**src/rtl/ctrl_pipe_pkg.sv**
```systemverilog
// Shared types and constants for the elastic control-bundle pipeline register.
package ctrl_pipe_pkg;

  // Control word carried from decode/execute towards memory/writeback.
  typedef struct packed {
    logic       rd_en;   // memory read enable
    logic       wr_en;   // memory write enable
    logic [1:0] wb_sel;  // writeback source select
    logic       rf_en;   // register-file write enable
    logic       csr_rd;  // CSR read
    logic       csr_wr;  // CSR write
  } ctrl_bundle_t;

  localparam int CTRL_W = $bits(ctrl_bundle_t);

  // All enables low: a bubble that has no architectural side effect.
  localparam ctrl_bundle_t CTRL_NOP = '0;

  // Largest supported number of register slots.
  localparam int MAX_DEPTH = 4;

endpackage : ctrl_pipe_pkg

```
**src/rtl/ctrl_pipe_slot.sv**
```systemverilog
// One valid+data register slot with flush, load and hold.
// An empty slot always carries BUBBLE_VAL so a stale word can never leak out.
module ctrl_pipe_slot
  import ctrl_pipe_pkg::*;
#(
  parameter int               WIDTH      = CTRL_W,
  parameter logic [WIDTH-1:0] BUBBLE_VAL = '0
) (
  input  logic             clk,
  input  logic             rst,
  input  logic             load,      // take the upstream word this edge
  input  logic             flush,     // kill this slot this edge
  input  logic             up_valid,
  input  logic [WIDTH-1:0] up_data,
  output logic             valid,
  output logic [WIDTH-1:0] data
);

  // Slot register: flush beats load, load beats hold.
  // NOTE: sequential state uses non-blocking assignments so every slot samples
  // its upstream neighbour's pre-edge value, giving a true shift.
  always_ff @(posedge clk or posedge rst) begin
    // NOTE: the data field is reset too (not just valid) so the output word is a
    // known NOP straight out of reset, not whatever the flops powered up with.
    if (rst) begin
      valid <= 1'b0;
      data  <= BUBBLE_VAL;
    end else if (flush) begin
      valid <= 1'b0;
      data  <= BUBBLE_VAL;
    end else if (load) begin
      valid <= up_valid;
      data  <= up_valid ? up_data : BUBBLE_VAL;
    end
  end

endmodule : ctrl_pipe_slot

```
**src/rtl/ctrl_pipe_stage.sv**
```systemverilog
// Elastic control-bundle pipeline register: DEPTH slots with a pass-through
// ready chain, global stall, per-slot flush, occupancy and starvation counter.
module ctrl_pipe_stage
  import ctrl_pipe_pkg::*;
#(
  parameter int               WIDTH      = CTRL_W,
  parameter int               DEPTH      = 1,       // 1..MAX_DEPTH
  parameter logic [WIDTH-1:0] BUBBLE_VAL = '0,
  parameter int               CNT_W      = 16
) (
  input  logic                       clk,
  input  logic                       rst,
  input  logic                       in_valid,
  output logic                       in_ready,
  input  logic [WIDTH-1:0]           in_ctrl,
  input  logic                       stall,
  input  logic [DEPTH-1:0]           flush,
  output logic                       out_valid,
  input  logic                       out_ready,
  output logic [WIDTH-1:0]           out_ctrl,
  input  logic                       cnt_clr,
  output logic [CNT_W-1:0]           bubble_cnt,
  output logic [$clog2(DEPTH+1)-1:0] occupancy
);

  localparam int OCC_W = $clog2(DEPTH+1);

  logic [DEPTH-1:0] v;            // per-slot valid
  logic [WIDTH-1:0] d [DEPTH];    // per-slot data
  logic [DEPTH-1:0] rdy;          // slot i may accept a word this cycle
  logic             out_rdy;      // downstream side of the last slot
  logic [DEPTH-1:0] load;

  // Ready chain: a slot is ready if it is empty or everything after it moves.
  // Built as a running term so the chain has no self-referencing vector.
  // NOTE: every variable gets a default before any conditional logic so the
  // block stays purely combinational and never infers a latch.
  always_comb begin
    logic chain;
    rdy     = '0;
    out_rdy = out_ready & ~stall;
    chain   = out_rdy;
    for (int i = DEPTH - 1; i >= 0; i--) begin
      chain  = ~v[i] | chain;
      rdy[i] = chain;
    end
  end

  // Stall freezes every slot; flush is applied inside each slot independently,
  // so a flushed slot still lets its upstream neighbour complete its transfer.
  assign load     = rdy & {DEPTH{~stall}};
  assign in_ready = rdy[0] & ~stall;

  for (genvar i = 0; i < DEPTH; i++) begin : g_slot
    logic             up_v;
    logic [WIDTH-1:0] up_d;

    if (i == 0) begin : g_head
      assign up_v = in_valid;
      assign up_d = in_ctrl;
    end else begin : g_body
      assign up_v = v[i-1];
      assign up_d = d[i-1];
    end

    ctrl_pipe_slot #(
      .WIDTH      (WIDTH),
      .BUBBLE_VAL (BUBBLE_VAL)
    ) u_slot (
      .clk      (clk),
      .rst      (rst),
      .load     (load[i]),
      .flush    (flush[i]),
      .up_valid (up_v),
      .up_data  (up_d),
      .valid    (v[i]),
      .data     (d[i])
    );
  end

  assign out_valid = v[DEPTH-1];
  assign out_ctrl  = d[DEPTH-1];

  // Occupancy: population count of the slot valid bits.
  always_comb begin
    occupancy = '0;
    for (int i = 0; i < DEPTH; i++) begin
      occupancy = occupancy + OCC_W'(v[i]);
    end
  end

  // Starvation counter: downstream was ready but we had nothing to give.
  // Saturates rather than wrapping; clear wins over increment.
  always_ff @(posedge clk or posedge rst) begin
    if (rst) begin
      bubble_cnt <= '0;
    end else if (cnt_clr) begin
      bubble_cnt <= '0;
    end else if (out_ready && !out_valid && !stall && !(&bubble_cnt)) begin
      bubble_cnt <= bubble_cnt + CNT_W'(1);
    end
  end

endmodule : ctrl_pipe_stage

```
**config.mk**
```make
export PLATFORM = sky130hd
export DESIGN_NAME = ctrl_pipe_stage
export DESIGN_NICKNAME = d
export VERILOG_FILES = /design/src/rtl/ctrl_pipe_pkg.sv /design/src/rtl/ctrl_pipe_slot.sv /design/src/rtl/ctrl_pipe_stage.sv
export SDC_FILE = /design/constraint.sdc
export NUM_CORES = 1
export LEC_CHECK = 0
export BUFFER_PORTS_ARGS = -buffer_cell sky130_fd_sc_hd__buf_4
export CAP_MARGIN = 20
export CORE_ASPECT_RATIO = 0.7
export CORE_MARGIN = 2
export CORE_UTILIZATION = 40
export CTS_CLUSTER_SIZE = 25
export DETAILED_ROUTE_END_ITERATION = 16
export PLACE_DENSITY = 0.7
export SETUP_SLACK_MARGIN = 0.1
export SYNTH_ARGS = -nofsm -noshare
export SYNTH_HDL_FRONTEND = slang
export SYNTH_SLANG_ARGS = --single-unit
```
**constraint.sdc**
```tcl
create_clock -name clk -period 1.96 [get_ports clk]
set_input_delay 0.196 -clock clk [delete_from_list [all_inputs] [get_ports clk]]
set_output_delay 0.196 -clock clk [all_outputs]
set_load 0.01 [all_outputs]
```
==> results of run 1 <==
## report_power, final
group | internal (mW) | total [mW] | switching (mW)
sequential | 0.504 | 0.511 | 0.00657
combinational | 0.0521 | 0.106 | 0.0535
clock | 0.145 | 0.302 | 0.157
## cell usage after synthesis, types with 2 or more instances
cell type	instances	area (um^2)
clkbuf_1	5	18.8
nand2_1	6	22.5
nor3_1	4	20.0
or3_1	3	18.8
inv_1	4	15.0
mux2_1	3	33.8
a21oi_1	10	50.1
nand2b_1	2	12.5
nor4_1	3	18.8
nor2_1	8	30.0
and3_1	3	18.8
a22o_1	7	61.3
nand4_1	5	31.3
nand3_1	6	30.0
a211oi_1	2	15.0
dfrtp_1	24	601
nor2b_1	3	18.8
and4_1	2	17.5
o21ai_0	2	10.0
o31ai_1	6	45.0
or4_1	7	52.6
## worst reg2reg max path, cell delays in order, from the launching register on
cell and delay, ns:
dfrtp_2 0.45, or3b_4 0.45, buf_4 0.19, or4_1 0.47, a21oi_1 0.15
## kinds of logic (layout without fill, tap and decap cells)
family,count (synthesis),in the layout
buffers and inverters,12,58
AND/OR/NAND/NOR,59,59
adder cells (fa/ha/maj),1,1
flip-flops,24,24
AO/OA/AOI/OAI,32,32
multiplexers,4,4
## timing repair
item	in CTS	in global routing
endpoints found under the hold margin	0	0
pin swaps	0	2
hold buffers	0	0
endpoints found under the setup margin	4	10
buffers inserted	2	1
gates resized for setup	2	7
## through the flow
step	util [%]	instances
after floorplan	-	132
after global placement	53.5	209
after detailed placement	53.5	209
after CTS	55.5	215
after global routing	56.7	216
final	56.7	216
## layout make-up
cell class	count	area, um^2
fillers	274	1350
multi-input cells	96	671
flip-flops and latches	24	607
repair buffers	50	375
well taps	38	47.5
clock buffers	4	45.0
inverters	4	15.0
## placed cells by master (no fill, tap or decap), types with 3 or more instances in the layout
cell type   n
clkbuf_8    3
nand4_1     5
or4_1       7
dfrtp_1    19
buf_4      50
or3_1       3
nor2_1      8
nand2_1     6
dfrtp_2     5
a21oi_1    10
a22o_1      7
nand3_1     6
mux2_1      3
o31ai_1     6
nor3_1      4
and3_1      3
nor2b_1     3
inv_1       4
## metal layers
| metal | part of all wire (%) | GRT usage (%) | vias to the layer above | wire (um) |
|---|---|---|---|---|
| li1 | - | - | 600 | - |
| met1 | 46 | 26.0 | 594 | 1560 |
| met2 | 49 | 33.3 | 29 | 1670 |
| met3 | 4.2 | 4.73 | 2 | 143 |
| met4 | 0.47 | 5.35 | 0 | 16 |
| met5 | 0 | 0 | - | 0 |
## sequential cells by signal, summed over array words and instances, names as in the netlist
signal	flops
bubble_cnt	16
g_slot.u_slot.valid	1
g_slot.u_slot.data	7
## how the worst max path moves through the flow
| stage | start | endpoint | slack [ns] | cells after the start |
|---|---|---|---|---|
| 2_1_floorplan | bubble_cnt[0] | bubble_cnt[12] | 0.12 | 6 |
| 3_3_place_gp | bubble_cnt[0] | bubble_cnt[14] | 0.10 | 5 |
| 3_5_place_dp | bubble_cnt[0] | bubble_cnt[12] | 0.003 | 5 |
| 4_1_cts | g_slot[0].u_slot.valid | bubble_cnt[5] | 0.12 | 4 |
| 5_1_grt | bubble_cnt[3] | bubble_cnt[9] | 0.09 | 4 |
| 6_report | g_slot[0].u_slot.valid | bubble_cnt[5] | 0.18 | 4 |
==> run summary, run 1 <==
Outcome = finished clean
IO buf count = 39
Pwr Density = 522 nW/um^2
Synth cell types = 38
Post-Synthesis Cell Area = 1280 um^2
Reg2reg path depth = 4
RSZ-0062 raised after global routing = false
Critical Path Sink Type = register
Total CTS buffers = 3
Initial antenna violation count = 0
Largest net degree at the start of global routing = 21
CTS root buffer = clkbuf_8
Final WL = 3.39 mm
Post-synthesis mux area share = 3.41%
Syn_area_per_cell = 9.73 um^2
Worst Tran Pin Value = 0.779 ns
Delay-heaviest family, CP = simple AND/OR/NAND/NOR gates
Xor/xnor share of the synthesized area = 0%
Die height = 51.4 um
Area fraction in compound gates after synthesis = 17.1%
Cell count after synthesis = 132
Final net count = 194
Min-Delay Path Class = in2async
WP data required = 2.16 ns
HPWL after detailed placement = 2.43 mm
Dpl ws = 0.00289 ns
Crit path cell chain = or3b_4 > buf_4 > or4_1 > a21oi_1
Post-Synth Adder-Cell Area = 0.974%
Reg2reg start = g_slot[0].u_slot.valid
Number of global-route vias before repair = 1193
Number of synthesized flops with an enable pin = 0
Placed cell area = 1660 um^2
Arrival @ worst endpoint = 1.97 ns
Final number of hold-violating endpoints = 0
Effective utilization at floorplan = 41.4%
Max-cap violations = 0
Diodes inserted = 0
Max Fclk = 562 MHz
I/O pins = 40
Final Total Pwr = 918 uW
Clock latency on the worst-skew pair = 0.26 ns
P&R area growth vs syn = 37.0%
Seq/Total Area, Yosys = 46.7%
Yosys warns = 0
Crit start category = register
Global route total overflow = 0
Syn_nets = 147
TritonRoute pass-1 iters = 4
Die area = 3690 um^2
Worst Path Buf+Inv = 1
Maximum root-to-sink buffer count = 2
Worst Setup Slack, final = 0.182 ns
Crit path max fanout = 10
Final min period = 1.78 ns
Starting DRT DRC Count = 124
Core area = 3110 um^2
Cell Rows = 17
Clk sinks = 24
Period utilization = 90.7%
GPL Wtd Cong = 0.873
CTS tree = done
Share of layout cells above drive strength 1 = 36.5%
R2R Path End = bubble_cnt[5]
Worst vdd ir = 0.268 mV
Final hold slack = 0.0721 ns
GR Util All Layers = 20.0%
Die Width = 71.7 um
Clk_skew = 0.00270 ns
Slowest Stage Delay on Critical Path = 0.47 ns
Final setup TNS = 0 ns
Critical path type = reg2reg
Fin area = 1760 um^2
Reg2Reg Setup Slack = 0.18 ns
Antenna viol nets, final = 0
Count of pins over their slew limit = 0
Simple-Gate Fraction of Synth Area = 27.8%
Clock-pin slew on the worst setup and hold paths = 0.08 ns
Drt wl/cell = 15.7 um
Leak Pwr = 0.794 nW
Via/cell ratio = 5.67
Detailed-route via count = 1225
H-tree depth = 1
Ys async rst share = 100%
First-pass GRT wire length = 5.69 mm
FF+latch count, synth = 24
DRC Markers = 0
Dominant synthesized flop cell = dfrtp_1
CP max stage cell = or4_1
Setup-failing EPs final = 0
Largest family of logic cells by synthesized area = simple AND/OR/NAND/NOR gates
Rel. slew slack = 48.0%
Power figures use the tool's default switching activity.
==> run 2: changes to the inputs <==
Settings changed: CORE_MARGIN 2 to 8, CORE_UTILIZATION 40 to 30, PLACE_DENSITY 0.7 to 0.56.
==> run summary, run 2 (synthesis results as in run 1) <==
Outcome = finished clean (unchanged)
Die area = 6670 um^2 (was 3690 um^2)
Max Fclk = 553 MHz (was 562 MHz)
DRC Markers = 0 (unchanged)
Final min period = 1.81 ns (was 1.78 ns)
TritonRoute pass-1 iters = 4 (unchanged)
Crit start category = register (unchanged)
Antenna viol nets, final = 0 (unchanged)
CP max stage cell = or4_1 (unchanged)
H-tree depth = 1 (unchanged)
Effective utilization at floorplan = 30.4% (was 41.4%)
Starting DRT DRC Count = 58 (was 124)
First-pass GRT wire length = 6.32 mm (was 5.69 mm)
GR Util All Layers = 11.8% (was 20.0%)
Detailed-route via count = 1268 (was 1225)
Max-cap violations = 0 (unchanged)
WP data required = 2.16 ns (about the same)
Number of flip-flops in the largest register = 16 (unchanged)
Critical path type = reg2reg (unchanged)
Post-route insts no fill = 236 (was 216)
Number of global-route vias before repair = 1290 (was 1193)
GRT met1 Usage = 14.4% (was 26.0%)
Pwr Density = 532 nW/um^2 (was 522 nW/um^2)
Count of pins over their slew limit = 0 (unchanged)
Worst Tran Pin Value = 0.562 ns (was 0.779 ns)
Met3 Resource Use GR = 3.70% (was 4.73%)
Share of layout cells above drive strength 1 = 37.0% (was 36.5%)
Rel. slew slack = 62.5% (was 48.0%)
Setup-failing EPs final = 0 (unchanged)
Crit path cell chain = or3b_4 > buf_4 > or4_1 > a21oi_1 (unchanged)
Min-Delay Path Class = in2reg (was in2async)
Global route total overflow = 0 (unchanged)
Maximum root-to-sink buffer count = 2 (unchanged)
HPWL after detailed placement = 2.94 mm (was 2.43 mm)
Clk_skew = 0.00661 ns (was 0.00270 ns)
Most common cell after layout, fill and taps aside = buf_4 (unchanged)
Largest net degree at the start of global routing = 21 (unchanged)
Final WL = 3.83 mm (was 3.39 mm)
Most frequent cells in the layout = 52 x buf_4, 20 x dfrtp_1, 10 x a21oi_1 (was 50 x buf_4, 19 x dfrtp_1, 10 x a21oi_1)
Final core occ = 42.9% (was 56.7%)
Placed Cells = 230 (was 209)
Biggest regs = bubble_cnt: 16 flops, g_slot.u_slot.data: 7 flops, g_slot.u_slot.valid: 1 flops (unchanged)
Cell Rows = 20 (was 17)
Worst vdd ir = 0.251 mV (was 0.268 mV)
Worst Path Buf+Inv = 1 (unchanged)
Final setup TNS = 0 ns (unchanged)
Arrival @ worst endpoint = 2.01 ns (was 1.97 ns)
Diodes inserted = 0 (unchanged)
Total CTS buffers = 3 (unchanged)
GPL Wtd Cong = 0.758 (was 0.873)
Slowest Stage Delay on Critical Path = 0.48 ns (was 0.47 ns)
Crit path max fanout = 7 (was 10)
Clock-pin slew on the worst setup and hold paths = 0.09 ns (was 0.08 ns)
Critical Path Sink Type = register (unchanged)
Clock latency on the worst-skew pair = 0.27 ns (was 0.26 ns)
Core area = 4230 um^2 (was 3110 um^2)
I/O pins = 40 (unchanged)
GR met2 Demand/Resource = 19.5% (was 33.3%)
IO buf count = 39 (unchanged)
Leak Pwr = 0.834 nW (was 0.794 nW)
CTS root buffer = clkbuf_8 (unchanged)
Die Width = 94.2 um (was 71.7 um)
Most flops, register = bubble_cnt (unchanged)
Clk sinks = 24 (unchanged)
Via/cell ratio = 5.37 (was 5.67)
Initial antenna violation count = 0 (unchanged)
Delay-heaviest family, CP = simple AND/OR/NAND/NOR gates (unchanged)
P&R area growth vs syn = 41.3% (was 37.0%)
Final net count = 197 (was 194)
Most used routing layer = met2 (unchanged)
Final number of hold-violating endpoints = 0 (unchanged)
CTS tree = done (unchanged)
Drt wl/cell = 16.2 um (was 15.7 um)
Period utilization = 92.3% (was 90.7%)
RSZ-0062 raised after global routing = false (unchanged)
Die height = 70.8 um (was 51.4 um)
-- run 2: changes by cell type in the layout (fill, tap and decap cells not counted), sizes merged --
cell and delta:
dlygate4sd3 +1, buf +2
-- run 2: final timing paths --
kind / from / end / slack (ns) / depth (start not counted)
setup / recovery: g_slot[0].u_slot.valid / bubble_cnt[4] / 0.15 / 4
hold / removal: in_ctrl[4] / g_slot[0].u_slot.data[4] / 0.14 / 2
setup reg to reg: g_slot[0].u_slot.valid / bubble_cnt[4] / 0.15 / 4
hold reg to reg: g_slot[0].u_slot.data[2] / g_slot[0].u_slot.data[2] / 0.51 / 1
max in group asynchronous: rst / bubble_cnt[9] / 0.85 / 4
min in group asynchronous: rst / g_slot[0].u_slot.data[1] / 0.53 / 3
-- run 2: routing by layer --
| metal | vias to the layer above | routed length [um] |
|---|---|---|
| li1 | 601 | - |
| met1 | 636 | 1790 |
| met2 | 28 | 1840 |
| met3 | 3 | 182 |
| met4 | 0 | 24 |
| met5 | - | 0 |
-- run 2: power by group --
| part | leakage, nW | switching, mW | internal, mW |
|---|---|---|---|
| Clock | 0.0288 | 0.166 | 0.180 |
| Sequential | 0.326 | 0.00650 | 0.504 |
| Combinational | 0.479 | 0.0552 | 0.0535 |
| Total | 0.834 | 0.228 | 0.737 |
-- run 2: area by class of cell --
cell class | instances | area [um^2]
Clock buffer | 4 | 55.1
Multi-Input combinational cell | 96 | 671
Timing Repair Buffer | 53 | 400
Tap cell | 55 | 68.8
Fill cell | 429 | 2410
Sequential cell | 24 | 606
Inverter | 4 | 15.0
-- run 2: timing repair --
action,CTS,global route
hold buffers,1,0
pin swaps,0,2
setup buffers,0,1
setup endpoints to repair,4,11
endpoints found under the hold margin,14,0
gates resized for setup,2,6
-- run 2: stage by stage --
stage | hold slack (ns) | worst slack [ns] | power [mW] | instance area [um^2]
finish | 0.135 | 0.150 | 0.965 | 1820
detailed placement | 0.286 | 0.0852 | 0.626 | 1710
floorplan | 0.210 | 0.122 | 0.567 | 1300
CTS | 0.130 | 0.106 | 0.979 | 1780
global route | 0.125 | 0.107 | 1.01 | 1820
global placement | 0.283 | 0.153 | 0.623 | 1710
